**src/rtl/mem_port_pkg.sv**
```systemverilog
// mem_port shared types: FSM state encoding and bus widths.
// Address/data width is shared with the AGU.
package mem_port_pkg;

  localparam int DW = 16;

  typedef enum logic [1:0] {
    ST_IDLE = 2'd0,
    ST_REQ  = 2'd1,
    ST_REL  = 2'd2
  } state_t;

endpackage

```
**src/rtl/mem_port.sv**
```systemverilog
// Memory bus master: one 4-phase req/ack access per command,
// with read-data capture and a bounded wait for acknowledge.
module mem_port
  import mem_port_pkg::*;
#(
  parameter int TIMEOUT = 15,
  parameter int CW      = 8
) (
  input  logic          clk,
  input  logic          rst_n,
  input  logic [DW-1:0] adr,
  input  logic [DW-1:0] wdata,
  input  logic          rd,
  input  logic          wr,
  output logic          busy,
  output logic          done,
  output logic          err,
  output logic [DW-1:0] rdata,
  output logic [DW-1:0] bus_adr,
  output logic [DW-1:0] bus_dout,
  output logic          bus_we,
  output logic          bus_req,
  input  logic          bus_ack,
  input  logic [DW-1:0] bus_din
);

  state_t        state;
  logic [CW-1:0] cnt;

  always_ff @(posedge clk or negedge rst_n) begin
    if (!rst_n) begin
      state    <= ST_IDLE;
      busy     <= 1'b0;
      done     <= 1'b0;
      err      <= 1'b0;
      rdata    <= '0;
      bus_adr  <= '0;
      bus_dout <= '0;
      bus_we   <= 1'b0;
      bus_req  <= 1'b0;
      cnt      <= '0;
    end else begin
      done <= 1'b0;
      err  <= 1'b0;
      unique case (state)
        ST_IDLE: begin
          if (rd || wr) begin
            bus_adr <= adr;
            if (wr) bus_dout <= wdata;
            bus_we  <= wr;
            bus_req <= 1'b1;
            busy    <= 1'b1;
            cnt     <= '0;
            state   <= ST_REQ;
          end
        end
        ST_REQ: begin
          if (bus_ack) begin
            bus_req <= 1'b0;
            done    <= 1'b1;
            if (!bus_we) rdata <= bus_din;
            state   <= ST_REL;
          end else if (cnt == CW'(TIMEOUT - 1)) begin
            bus_req <= 1'b0;
            done    <= 1'b1;
            err     <= 1'b1;
            state   <= ST_REL;
          end else begin
            cnt <= cnt + 1'b1;
          end
        end
        ST_REL: begin
          // drain any ack still high so it can't finish the next access
          if (!bus_ack) begin
            busy  <= 1'b0;
            state <= ST_IDLE;
          end
        end
        default: state <= ST_IDLE;
      endcase
    end
  end

endmodule
```
**config.mk**
```make
export PLATFORM = sky130hd
export DESIGN_NAME = mem_port
export DESIGN_NICKNAME = d
export VERILOG_FILES = /design/src/rtl/mem_port_pkg.sv /design/src/rtl/mem_port.sv
export SDC_FILE = /design/constraint.sdc
export NUM_CORES = 1
export LEC_CHECK = 0
export ABC_CLOCK_PERIOD_IN_PS = 2700
export CORE_AREA = 5 5 76 96
export DETAILED_ROUTE_END_ITERATION = 10
export DIE_AREA = 0 0 81 101
export PLACE_DENSITY = 0.78
export SLEW_MARGIN = 10
export SYNTH_ARGS = -nofsm -noshare
export SYNTH_HDL_FRONTEND = slang
export SYNTH_SLANG_ARGS = --single-unit
```
**constraint.sdc**
```tcl
create_clock -name clk -period 2.7 [get_ports clk]
set_clock_uncertainty 0.15 [all_clocks]
set_input_delay 0.54 -clock clk [delete_from_list [all_inputs] [get_ports clk]]
set_output_delay 0.54 -clock clk [all_outputs]
set_load 0.01 [all_outputs]
```
==> summary.md <==
| Metric | Value |
|---|---|
| Die Height | 101 µm |
| Area delta synth->final | 52.6% |
| Final min period | about 2.1 ns |
| Rel. slew slack | roughly 66% |
| Number of post-CTS setup repair buffers | 0 |
| Max Freq | ~0.47 GHz |
| Setup crit start | cnt[0] |
| Setup WS post-layout | between 0.5 and 0.6 ns |
| XOR/XNOR share of the synthesized area | 0% |
| WL/cell | 14.0 µm |
| IO Port Bufs | about 110 |
| Max-Cap Viols | 0 |
| Syn nets | 264 |
| Via count | about 1900 |
| Worst-Margin Slew | 0.515 ns |
| Post-CTS sizing | 0 |
| Antenna cell count | 0 |
| Initial Utilization | 40.0% |
| P_leak | roughly 1.7 nW |
| Synth Area in Simple Gates | between 10% and 20% |
| Int Pwr | between 2 and 3 mW |
| CTS Buf Count | 9 |
| Post-Syn Instances | roughly 210 |
| Layout cells sized above 1 | around 18% |
| H-tree depth | 3 |
| RePlAce Congestion | 0.821 |
| Synth cell types | 35 |
| Hold Crit Class | input port to async pin |
| EDFF count, synth | 0 |
| Logic pwr share | around 44% |
| Clk slew on worst S/H paths | roughly 0.070 ns |
| Crit end category | flip-flop |
| Fillcell total | approximately 580 |
| Vias in the first global route | approximately 2100 |
| Predominant post-synthesis flop cell | dfrtp_1 |
| Power per standard cell area | around 1100 nW/µm² |
| Initial DRC Count | 100 |
| Reg-to-Reg End | cnt[3] |
| RR Startpoint | cnt[0] |
| Clock sink count | 63 |
| Synthesized cell area | 2550 µm² |
| Cell Chain, Critical Path | inv_1, ha_1, or4b_4, o31ai_4, nand2_4, a21o_1 |
| Final hold viol count | 0 |
| Clk Latency, worst-skew pair | between 0.3 and 0.4 ns |
| Crit path to | cnt[3] |
| Die W | ~81 µm |
| Seq/Total Area, Yosys | between 60% and 70% |
| Worst R2R Path Depth | 6 |
| Switching share of total power | between 30% and 40% |
| RSZ-0062 raised after global routing | false |
| Peak supply drop | 0.635 mV |
| Arrival time worst endpoint | approximately 2.2 ns |
| Syn Area/Cell | between 10 and 15 µm² |
| Seq pwr share | between 30% and 40% |
| Global route overflow | 0 |
| CTS tree | built |
| Tcrit/Tclk final | between 70% and 80% |
| Layout Nets | 377 |
| CP Max Fanout | 11 |
| Antenna violations before repair | 0 |
| Warnings from Yosys | 0 |
| Nature of the critical path startpoint | flip-flop |
| Clock Tree Buf Depth | 2 |
| Post-Route WL | 5.79 mm |
| TNS Setup | 0 ns |
| Asr flop ratio synth | between 90% and 100% |
| P_sw | about 1.3 mW |
| DRC violation count after routing | 0 |
| Largest family of logic cells by synthesized area | simple AND/OR/NAND/NOR gates |
| Synthesized flop and latch total | 63 |
| GRT Total Usage | between 15 and 20% |
| DP HPWL | between 4 and 5 mm |
| Hold buffers post-CTS | 0 |
| Post-route ant nets | 0 |
| Setup CP Type | flip-flop to flip-flop |
| Clk pwr share | 18.5% |
| Post-synthesis mux area share | approximately 14% |
| Top Ports | ~110 |
| Post-Place Worst Slack | about 0.39 ns |
| DRT Pass-1 Iters | 4 |
| Die area | between 8000 and 9000 µm² |
| Min Hold Slack | around 0.0074 ns |
| Status | completed |
| Core ar. | around 6400 µm² |
| Global-route wire length before repair | 9.59 mm |
| Adder-Cell Fraction of Synth Area | 0.983% |
| Critical Path Slowest Stage Cell | or4b_4 |
| Via density | 4.68 |
| Row count | 33 |
| Post-synthesis compound-gate area fraction | around 5.7% |
| Final Setup Violations | 0 |
| CTS root buf | clkbuf_8 |
| Most common cell after layout, fill and taps aside | clkdlybuf4s50_1 |
| Max Slew Vio Count | 0 |
| Largest net degree at the start of global routing | 24 |
| Most frequent cells in the layout | clkdlybuf4s50_1, dfrtp_1, nand2_1 |
| Max incr delay on CP | 0.48 ns |
| Worst EP required | 2.77 ns |
| R2r setup slk | around 0.56 ns |
kinds of logic after synthesis:
| logic type | after synthesis |
|---|---|
| flip-flops | 63 |
| adder cells (fa/ha/maj) | 2 |
| AND/OR/NAND/NOR | 79 |
| AO/OA/AOI/OAI | 21 |
| buffers and inverters | 12 |
| multiplexers | 32 |
per-stage QoR:
step                utilization [%]  area (µm²)  cells  power (mW)
floorplan                         -        2550    209        2.47
global route                   61.1        3890    414        4.57
CTS                            61.1        3890    414        4.33
detailed placement             58.1        3700    398        3.53
global placement               58.1        3700    398        3.47
finish                         61.1        3890    414        4.26
metal layers:
metal  GRT usage, %  part of all wire (%)
met4           7.02                   1.2
met2           26.6                    53
met5              0                     0
met3           5.37                   8.2
met1           16.5                    38
power groups by stage:
| stage | combinational, mW | clock, mW | sequential [mW] |
|---|---|---|---|
| detailed placement | 1.91 | 0 | 1.62 |
| finish | 1.87 | 0.788 | 1.60 |
| global placement | 1.87 | 0 | 1.60 |
| global route | 2.05 | 0.862 | 1.67 |
| CTS | 1.91 | 0.813 | 1.61 |
| floorplan | 0.707 | 0 | 1.76 |
Yosys cell counts (2+ instances only):
master	number	share of area [%]
dfrtp_1	63	62
nand2_1	54	8.0
mux2_2	30	13
o21ai_0	5	0.98
buf_2	4	0.79
nand3_1	4	0.79
a21o_1	3	0.88
a21oi_1	3	0.59
clkbuf_1	3	0.44
inv_1	3	0.44
nor2_1	3	0.44
o21ai_1	3	0.59
or3_1	3	0.74
a31oi_1	2	0.49
and3_1	2	0.49
ha_1	2	0.98
mux2_1	2	0.88
nor2b_1	2	0.49
nor3b_2	2	0.98
worst min-delay path by stage:
stage | startpoint | end | slack, ns | depth (start not counted)
floorplan | rst_n | bus_adr[0] | 0.09 | 0
global placement | bus_adr[4] | bus_adr[4] | 0.31 | 2
detailed placement | bus_adr[2] | bus_adr[2] | 0.31 | 2
CTS | rst_n | rdata[5] | 0.02 | 1
global route | rst_n | rdata[14] | 0.05 | 1
finish | rst_n | rdata[7] | 0.007 | 1
critical path, delay by kind of cell (launching register included):
| kind | cells | cell delay (ns) |
|---|---|---|
| AOI/OAI and AO/OA | 2 | 0.63 |
| adders and majority gates | 1 | 0.15 |
| and+or+nand+nor | 2 | 0.59 |
| buffers and inverters | 1 | 0.08 |
| DFF | 1 | 0.44 |
sequential cells by signal (all words and copies together), names as in the netlist:
register / flops
rdata: 16
bus_dout: 16
bus_req: 1
state: 2
bus_we: 1
bus_adr: 16
cnt: 8
done: 1
busy: 1
err: 1
cell type report:
type	count	area, µm²	share of cell area [%]
Clock buffer	12	145	3.73
Clock inverter	4	45.0	1.16
Inverter	3	11.3	0.290
Multi-Input combinational cell	134	908	23.4
Sequential cell	63	1580	40.6
Tap cell	87	109	2.80
Timing Repair Buffer	111	1090	28.1
(Power assumes the default switching activity.)
